`src/rtl/mole_pkg.sv`:
```
// Shared definitions for the mole array: per-channel FSM states, the base
// duration table and the default counter width.
package mole_pkg;

    typedef enum logic [1:0] {
        ST_IDLE = 2'd0,
        ST_UP   = 2'd1,
        ST_HIT  = 2'd2,
        ST_MISS = 2'd3
    } mole_state_e;

    localparam int DEF_TIMER_W = 14;

    // Element [d] is the base duration in ms for difficulty d (0 is slowest).
    localparam logic [3:0][9:0] BASE_MS = {10'd250, 10'd500, 10'd750, 10'd1000};

    function automatic logic [15:0] mole_load(input logic [1:0] difficulty,
                                              input logic [2:0] moletime);
        return ({13'd0, moletime} + 16'd1) * {6'd0, BASE_MS[difficulty]};
    endfunction

endpackage

```
`src/rtl/mole_channel.sv`:
```
// One mole: IDLE/UP/HIT/MISS FSM with a ms down-counter; all outputs registered,
// hit/miss pulses appear one cycle after the sampled cause and last one cycle.
module mole_channel
    import mole_pkg::*;
#(
    parameter int TIMER_W = DEF_TIMER_W
) (
    input  logic       clk_i,
    input  logic       rst_ni,
    input  logic       enable_i,
    input  logic       tick_i,
    input  logic [1:0] difficulty_i,
    input  logic [2:0] moletime_i,
    input  logic       spawn_i,
    input  logic       molehit_i,
    output logic       omole_o,
    output logic       hit_pulse_o,
    output logic       miss_pulse_o
);

    mole_state_e        state_q;
    logic [TIMER_W-1:0] cnt_q;
    logic               omole_q;
    logic               hit_q;
    logic               miss_q;
    logic [TIMER_W-1:0] load_val;

    assign load_val = TIMER_W'(mole_load(difficulty_i, moletime_i));

    always_ff @(posedge clk_i or negedge rst_ni) begin
        if (!rst_ni) begin
            state_q <= ST_IDLE;
            cnt_q   <= '0;
            omole_q <= 1'b0;
            hit_q   <= 1'b0;
            miss_q  <= 1'b0;
        end else begin
            hit_q  <= 1'b0;
            miss_q <= 1'b0;
            if (!enable_i) begin
                state_q <= ST_IDLE;
                cnt_q   <= '0;
                omole_q <= 1'b0;
            end else begin
                case (state_q)
                    ST_IDLE: begin
                        if (spawn_i) begin
                            state_q <= ST_UP;
                            cnt_q   <= load_val;
                            omole_q <= 1'b1;
                        end
                    end
                    ST_UP: begin
                        // A hit takes priority over an expiry in the same cycle.
                        if (molehit_i) begin
                            state_q <= ST_HIT;
                            cnt_q   <= '0;
                            omole_q <= 1'b0;
                            hit_q   <= 1'b1;
                        end else if (tick_i) begin
                            if (cnt_q < TIMER_W'(2)) begin
                                state_q <= ST_MISS;
                                cnt_q   <= '0;
                                omole_q <= 1'b0;
                                miss_q  <= 1'b1;
                            end else begin
                                cnt_q <= cnt_q - TIMER_W'(1);
                            end
                        end
                    end
                    ST_HIT, ST_MISS: begin
                        // Stay down until the request is released, so a held
                        // spawn cannot re-raise the mole.
                        if (!spawn_i) begin
                            state_q <= ST_IDLE;
                        end
                    end
                    default: begin
                        state_q <= ST_IDLE;
                        cnt_q   <= '0;
                        omole_q <= 1'b0;
                    end
                endcase
            end
        end
    end

    assign omole_o      = omole_q;
    assign hit_pulse_o  = hit_q;
    assign miss_pulse_o = miss_q;

endmodule

```
`src/rtl/mole_array.sv`:
```
// Array of mole channels sharing a 1 ms prescaler; omole/pulses one cycle after
// sampled inputs, active_count one cycle behind omole; no backpressure.
module mole_array
    import mole_pkg::*;
#(
    parameter int NUM_MOLES = 8,
    parameter int TICK_DIV  = 100000,
    parameter int TIMER_W   = DEF_TIMER_W
) (
    input  logic                           CLK100MHZ,
    input  logic                           CPU_RESETN,
    input  logic                           enable,
    input  logic [1:0]                     difficulty,
    input  logic [2:0]                     moletime,
    input  logic [NUM_MOLES-1:0]           spawn,
    input  logic [NUM_MOLES-1:0]           molehit,
    output logic [NUM_MOLES-1:0]           omole,
    output logic [NUM_MOLES-1:0]           hit_pulse,
    output logic [NUM_MOLES-1:0]           miss_pulse,
    output logic [$clog2(NUM_MOLES+1)-1:0] active_count
);

    localparam int PW = (TICK_DIV > 2) ? $clog2(TICK_DIV) : 1;
    localparam int CW = $clog2(NUM_MOLES + 1);

    logic [PW-1:0] presc_q;
    logic          tick;
    logic [CW-1:0] active_count_q;
    logic [CW-1:0] active_count_d;

    assign tick = enable && (presc_q == PW'(TICK_DIV - 1));

    always_ff @(posedge CLK100MHZ or negedge CPU_RESETN) begin
        if (!CPU_RESETN) begin
            presc_q <= '0;
        end else if (!enable || tick) begin
            presc_q <= '0;
        end else begin
            presc_q <= presc_q + PW'(1);
        end
    end

    genvar g;
    generate
        for (g = 0; g < NUM_MOLES; g++) begin : g_ch
            mole_channel #(
                .TIMER_W(TIMER_W)
            ) u_ch (
                .clk_i       (CLK100MHZ),
                .rst_ni      (CPU_RESETN),
                .enable_i    (enable),
                .tick_i      (tick),
                .difficulty_i(difficulty),
                .moletime_i  (moletime),
                .spawn_i     (spawn[g]),
                .molehit_i   (molehit[g]),
                .omole_o     (omole[g]),
                .hit_pulse_o (hit_pulse[g]),
                .miss_pulse_o(miss_pulse[g])
            );
        end
    endgenerate

    always_comb begin
        active_count_d = '0;
        for (int i = 0; i < NUM_MOLES; i++) begin
            active_count_d = active_count_d + CW'(omole[i]);
        end
    end

    always_ff @(posedge CLK100MHZ or negedge CPU_RESETN) begin
        if (!CPU_RESETN) begin
            active_count_q <= '0;
        end else begin
            active_count_q <= active_count_d;
        end
    end

    assign active_count = active_count_q;

endmodule

```
`config.mk`:
```
export PLATFORM = sky130hd
export DESIGN_NAME = mole_array
export DESIGN_NICKNAME = d
export VERILOG_FILES = /design/src/rtl/mole_pkg.sv /design/src/rtl/mole_channel.sv /design/src/rtl/mole_array.sv
export SDC_FILE = /design/constraint.sdc
export NUM_CORES = 1
export LEC_CHECK = 0
export CORE_MARGIN = 2
export CORE_UTILIZATION = 45
export CTS_CLUSTER_DIAMETER = 30
export CTS_CLUSTER_SIZE = 10
export DETAILED_ROUTE_END_ITERATION = 10
export SLEW_MARGIN = 25
export SYNTH_ARGS = -nofsm -noshare
export SYNTH_HDL_FRONTEND = slang
export SYNTH_SLANG_ARGS = --single-unit
```
`constraint.sdc`:
```
create_clock -name CLK100MHZ -period 5.7 [get_ports CLK100MHZ]
set_clock_uncertainty 0.2 [all_clocks]
set_input_delay 0.57 -clock CLK100MHZ [delete_from_list [all_inputs] [get_ports CLK100MHZ]]
set_output_delay 0.57 -clock CLK100MHZ [all_outputs]
set_load 0.005 [all_outputs]
```
==> run metrics, run 1 <==
share of layout cells above drive strength 1=0.05383; Peak VDD IR=slightly above 0.0002 V; chip width=approximately 160 um; clock tree buffer depth=2; Final Max Tran Viols=0; fin crit share=0.8667; Initial Util=0.4530; worst skew pair latency=around 0.44 ns; Antenna Nets Post-Route=0; dpl cells=~1.6k; post-synthesis sequential area ratio=0.3964; Die Footprint=25530 um^2; setup TNS=0 ns; pin count of the biggest net entering global routing=94; PwrDens=403.0 nW/um^2; Post-CTS Setup Inserts=0; synthesized area=between 10000 and 15000 um^2; Fmax=202.4 MHz; top area cells in the synthesized netlist=dfrtp_1 (40%), o21ai_0 (8.3%), nor2_1 (5.1%); number of global-route vias before repair=between 9k and 10k; Reg clk slew, reported paths=0.07 ns; Residual DRC=0; Max-slew headroom=0.3406; share of the synthesized area in the top cell type=0.3964; Synth Area in XOR/XNOR=0.02406; crit start category=primary input; GRT Overall Usage=0.2364; Max-Cap Viols=0; post-synthesis adder-cell area fraction=0.06966; PortBufs=51; Avg Synthesized Cell Area=8.407 um^2; Critical Path AT=5.06 ns; synth unique cells=68; GRT overflow=0; hold slack=-0.02595 ns; Initial DRT Pass Iterations=5; Worst Setup End Kind=flip-flop; drt wl/cell=about 18 um; nets=about 1.4k; Area Overhead vs Synth=11.76%; Final Wtd Congestion=0.8783; post-synthesis compound-gate area fraction=0.2316; critical path type=primary input to flip-flop; post-synth top area cell=dfrtp_1; H-tree levels=4; reg2reg path depth=7; Worst-Margin Slew=0.9826 ns; Core Area=24110 um^2; CTS root buffer=clkbuf_16; initial drt markers=802; hpwl dp=20230 um; fraction of registers with async set/reset=1.000; first-pass GRT wire length=48600 um; die height=159.8 um; CTS resizes=0; worst r2r dst=g_ch[3].u_ch.cnt_q[11]; biggest cell delay along the critical path=0.66 ns; CP Buf/Inv Count=4; worst-path cell chain=clkdlybuf4s50_1 -> inv_1 -> ha_1 -> nand2_1 -> fa_1 -> fa_1 -> inv_1 -> fa_1 -> a21o_1 -> a221oi_1 -> o21bai_1 -> xor2_1 -> buf_4 -> a21oi_1 -> a221oi_1; largest family of logic cells by synthesized area=compound AO/OA/AOI/OAI gates; Hold Violations, Final=5; failing checks=negative hold slack; setup slack, reg-to-reg=2.36 ns; vias per inst=between 5 and 6; LEAKAGE=5.218 nW; most used cell, CP=fa_1; RSZ-0062 raised after global routing=false; HP Class=primary input to async pin; Worst Path Required=5.82 ns; Worst setup startpoint=difficulty[1]; CP Depth=15; clk sink count=between 150 and 200; outcome=finished with violations; Simple-Gate Fraction of Synth Area=0.2149; Post-Route WL=29590 um; initial antenna violation count=0; Crit path max-delay family=adder cells; Mapped Nets=1373; diode count=0; CTS tree=built; Critical R2R Launch=presc_q[0]; multiplexer area fraction after synthesis=0; Yosys reg bits=around 170; hold buffers post-CTS=0; Post-Synthesis Cells=1299; minimum clock period=4.940 ns; slowest stage cell, crit path=a221oi_1; Post-synth EDFFs=0; Cell Count, Final, Fillers Out=1643; worst setup margin=0.7595 ns; CTS Buf Count=17; Cell Rows=57; DP Worst Slack=around 0.34 ns; maximum fanout along the worst path=9; final setup violation count=0; Worst setup endpoint=g_ch[1].u_ch.cnt_q[11]; Ports=52; top_reg_cell synth=dfrtp_1; Vias=just under 10k; Ys Warns=0
## cells by family after synthesis
logic type | after synthesis
XOR/XNOR | 30
adder cells (fa/ha/maj) | 50
AO/OA/AOI/OAI | 428
flip-flops | 173
AND/OR/NAND/NOR | 467
buffers and inverters | 151
## layout make-up
cell class / instances / area (um^2)
clock buffer: 20 / 456.7
clock inverter: 12 / 158.9
fill: 2333 / 11900
inverter: 70 / 262.8
multi-input combinational: 975 / 5949
sequential: 173 / 4329
tap: 324 / 405.4
timing repair buffer: 69 / 641.9
## power breakdown
group | internal (mW) | switching (mW)
logic | 0.714 | 1.24
clock network | 0.718 | 0.516
registers | 1.48 | 0.255
total | 2.91 | 2.01
## state kept, by name, indices dropped and copies added, names as in the netlist
signal,cells
g_ch.u_ch.hit_pulse_o,8
g_ch.u_ch.omole_o,8
g_ch.u_ch.cnt_q,112
active_count,4
presc_q,17
g_ch.u_ch.miss_pulse_o,8
g_ch.u_ch.state_q,16
## layer usage
layer  routed length, um  part of all wire  track usage  vias to the layer above
li1                    -                 -            -                     4646
met3                1551             0.052      0.03688                       48
met1               14180              0.48       0.3445                     4715
met5                   0                 0            0                        -
met2               13100              0.44       0.3627                      306
met4                 765             0.026      0.07535                        0
## cell usage after synthesis (8+ instances only)
| library cell | instances |
|---|---|
| a21o_1 | 11 |
| a21oi_1 | 88 |
| a22oi_1 | 15 |
| a31oi_1 | 20 |
| a32oi_1 | 13 |
| and2_1 | 22 |
| and3_1 | 13 |
| buf_2 | 16 |
| buf_4 | 26 |
| clkbuf_1 | 32 |
| dfrtp_1 | 173 |
| fa_1 | 18 |
| ha_1 | 32 |
| inv_1 | 70 |
| nand2_1 | 84 |
| nand2b_1 | 32 |
| nand3_1 | 25 |
| nand4_1 | 10 |
| nor2_1 | 149 |
| nor2b_1 | 15 |
| nor3_1 | 41 |
| nor3b_1 | 16 |
| nor4_1 | 25 |
| o211ai_1 | 10 |
| o21ai_0 | 181 |
| o21ai_1 | 18 |
| o221ai_1 | 8 |
| o22ai_1 | 14 |
| o31ai_1 | 8 |
| or4_1 | 10 |
| xnor2_1 | 17 |
| xor2_1 | 13 |
## worst reg2reg max path, delay by kind of cell, from the launching register on
family / cells / cell delay, ns
compound gates: 2 / 0.46
simple gates: 4 / 1.99
fa+ha+maj: 1 / 0.22
flops: 1 / 0.39
## worst min-delay path by stage
stage | from | to
2_1_floorplan | CPU_RESETN | active_count[0]
3_5_place_dp | presc_q[0] | presc_q[0]
6_report | CPU_RESETN | g_ch[6].u_ch.state_q[1]
4_1_cts | CPU_RESETN | g_ch[6].u_ch.state_q[1]
3_3_place_gp | g_ch[4].u_ch.cnt_q[7] | g_ch[4].u_ch.cnt_q[7]
5_1_grt | CPU_RESETN | g_ch[6].u_ch.state_q[1]
## cell usage in the layout, fill, tap and decap left out, types with 25 or more instances in the layout
cell             instances
a21oi_1                 88
nor2_1                 149
nor3_1                  41
nand2b_1                32
nand3_1                 25
clkdlybuf4s50_1         49
nand2_1                 84
ha_1                    32
o21ai_0                181
dfrtp_1                173
inv_1                   70
## metrics by stage
stage / instance area [um^2] / power, mW / utilization / hold slack (ns)
6_report: 12200 / 4.918 / 0.5063 / -0.02595
5_1_grt: 12200 / 5.264 / 0.5063 / 0.07815
4_1_cts: 12190 / 4.914 / 0.5055 / 0.05391
3_5_place_dp: 11570 / 3.658 / 0.4800 / 0.2821
3_3_place_gp: 11550 / 3.635 / 0.4790 / 0.2725
2_1_floorplan: 10920 / 2.969 / - / 0.07441
Note: power is estimated with default switching activity, not from simulation.
==> run 2: changes to the inputs <==
Settings changed: CORE_ASPECT_RATIO set to 0.75, GPL_ROUTABILITY_DRIVEN set to 1, GPL_TIMING_DRIVEN set to 0.
==> run 2 against run 1 <==
The run now ends clean. Register-to-register slack gained 0.13 ns. Worst hold slack improved by 0.32 ns. Critical path depth unchanged. Highest routed layer unchanged. Non-clock buffer count up 71. First-iteration DRC count grew 39%.
==> run metrics, run 2 (synthesized netlist as in run 1, its figures left out) <==
Die Footprint=25540 um^2 (was 25530 um^2); Antenna Nets Post-Route=0 (unchanged); vias per inst=5.895 (was 5.913); Core Area=23910 um^2 (was 24110 um^2); nets=1451 (was 1380); maximum fanout along the worst path=9 (unchanged); RSZ-0062 raised after global routing=false (unchanged); CTS tree=built (unchanged); largest reg by FF count=g_ch.u_ch.cnt_q (unchanged); crit start category=primary input (unchanged); Max-Cap Viols=0 (unchanged); Residual DRC=0 (unchanged); final setup violation count=0 (unchanged); worst skew pair latency=0.44 ns (about the same); Final Wtd Congestion=0.9204 (was 0.8783); PwrDens=400.2 nW/um^2 (was 403.0 nW/um^2); Critical Path AT=5.34 ns (was 5.06 ns); diode count=0 (unchanged); Area Overhead vs Synth=15.79% (was 11.76%); minimum clock period=5.252 ns (was 4.940 ns); chip width=183.9 um (was 159.8 um); worst setup margin=0.4481 ns (was 0.7595 ns); clock tree buffer depth=2 (unchanged); max reg flops=112 (unchanged); clk sink count=173 (unchanged); commonest non-fill, non-tap cell in the layout=o21ai_0 (unchanged); GRT overflow=0 (unchanged); Post-CTS Setup Inserts=0 (unchanged); Largest regs=g_ch.u_ch.cnt_q (112), presc_q (17), g_ch.u_ch.state_q (16) (unchanged); Worst Setup End Kind=flip-flop (unchanged); Worst setup startpoint=difficulty[1] (unchanged); Critical R2R Launch=g_ch[0].u_ch.omole_o (was presc_q[0]); Finished Cell Area=12640 um^2 (was 12200 um^2); drt wl/cell=19.38 um (was 18.01 um); Fmax=190.4 MHz (was 202.4 MHz); Worst Path Required=5.79 ns (was 5.82 ns); PortBufs=51 (unchanged); Cell Count, Final, Fillers Out=1694 (was 1643); die height=138.9 um (was 159.8 um); Vias=9986 (was 9715); Initial Util=0.4567 (was 0.4530); HP Class=flip-flop to flip-flop (was primary input to async pin); LEAKAGE=5.465 nW (was 5.218 nW); Final Max Tran Viols=0 (unchanged); number of global-route vias before repair=9470 (was 9100); initial antenna violation count=0 (unchanged); placed inst area=11990 um^2 (was 11570 um^2); CTS Buf Count=17 (unchanged); initial drt markers=1111 (was 802); critical path type=primary input to flip-flop (unchanged); Worst-Margin Slew=1.048 ns (was 0.9826 ns); Initial DRT Pass Iterations=5 (unchanged); first-pass GRT wire length=52810 um (was 48600 um); Min-Delay Startpoint=presc_q[0]; most frequent cells in the layout=o21ai_0 (181), dfrtp_1 (173), nor2_1 (149), a21oi_1 (88), nand2_1 (84) (unchanged); share of layout cells above drive strength 1=0.07421 (was 0.05383); CTS root buffer=clkbuf_16 (unchanged); fin crit share=0.9214 (was 0.8667); outcome=complete, no violations (was finished with violations); Cell Rows=49 (was 57); Hold Violations, Final=0 (was 5); hpwl dp=23240 um (was 20230 um); H-tree levels=4 (unchanged); Ports=52 (unchanged); setup TNS=0 ns (unchanged); Peak VDD IR=0.0002370 V (was 0.0002077 V); Post-Route WL=32840 um (was 29590 um); GRT Overall Usage=0.2669 (was 0.2364); DP Worst Slack=-0.6540 ns (was 0.3398 ns); Max-slew headroom=0.2949 (was 0.3406); pin count of the biggest net entering global routing=76 (was 94); Reg clk slew, reported paths=0.07 ns (about the same); dpl cells=1663 (was 1611)
## run 2: cell count changes in the layout (fill, tap and decap cells not counted), moves of 2 or more
cell	previous run	this run
clkbuf_1	1	34
buf_2	1	16
buf_4	18	27
buf_1	0	6
buf_6	1	4
xnor2_1	15	12
xnor2_2	2	5
xor2_1	13	10
buf_16	0	2
buf_8	0	2
inv_6	3	1
xor2_2	0	2
## run 2: routing by layer
metal | vias to the layer above | part of all wire | GRT usage
met1 | 4797 | 0.49 | 0.4080
li1 | 4792 | - | -
met2 | 354 | 0.42 | 0.3849
met4 | 0 | 0.019 | 0.06947
met3 | 43 | 0.067 | 0.05200
met5 | - | 0 | 0
## run 2: final timing paths
path | to | slack (ns) | depth (start not counted)
max | g_ch[3].u_ch.cnt_q[13] | 0.45 | 15
min | presc_q[0] | 0.30 | 1
max reg2reg | active_count[2] | 2.49 | 9
min reg2reg | presc_q[0] | 0.30 | 1
max in group asynchronous | g_ch[4].u_ch.cnt_q[9] | 3.88 | 4
min in group asynchronous | g_ch[3].u_ch.cnt_q[6] | 0.42 | 2
## run 2: worst max-delay path: stages
cell and delay (ns):
clkdlybuf4s50_1 0.69, inv_1 0.12, ha_1 0.33, and2_1 0.17, fa_1 0.56, inv_1 0.07
fa_1 0.50, inv_1 0.04, ha_1 0.36, a21o_1 0.24, a221oi_2 0.47, o21ai_0 0.17
a21oi_1 0.37, xor2_4 0.47, o21ai_0 0.20
## run 2: final cells by class
class / count / area, um^2
clock inverter: 10 / 165.2
fill: 2283 / 11270
buffer: 81 / 429.2
tap: 306 / 382.9
inverter: 70 / 262.8
timing repair buffer: 59 / 639.4
sequential: 173 / 4329
multi-input combinational: 975 / 5989
clock buffer: 20 / 446.7
## run 2: through the flow
| stage | hold WS (ns) | total power, mW | utilization |
|---|---|---|---|
| 4_1_cts | 0.2944 | 5.037 | 0.5282 |
| 6_report | 0.2958 | 5.061 | 0.5288 |
| 2_1_floorplan | 0.07441 | 2.969 | - |
| 3_3_place_gp | 0.2782 | 3.646 | 0.4941 |
| 3_5_place_dp | 0.2877 | 3.771 | 0.5014 |
| 5_1_grt | 0.3332 | 5.395 | 0.5288 |
## run 2: what timing repair did
action,4_1_cts,5_1_grt
endpoints found under the setup margin,10,18
resized for setup,2,2
hold buffers,1,0
pin swaps,0,0
hold endpoints to repair,48,0
## run 2: power by group
| group | internal [mW] | total, mW | switching [mW] |
|---|---|---|---|
| logic | 0.751 | 2.07 | 1.32 |
| clock network | 0.742 | 1.25 | 0.510 |
| registers | 1.48 | 1.73 | 0.255 |
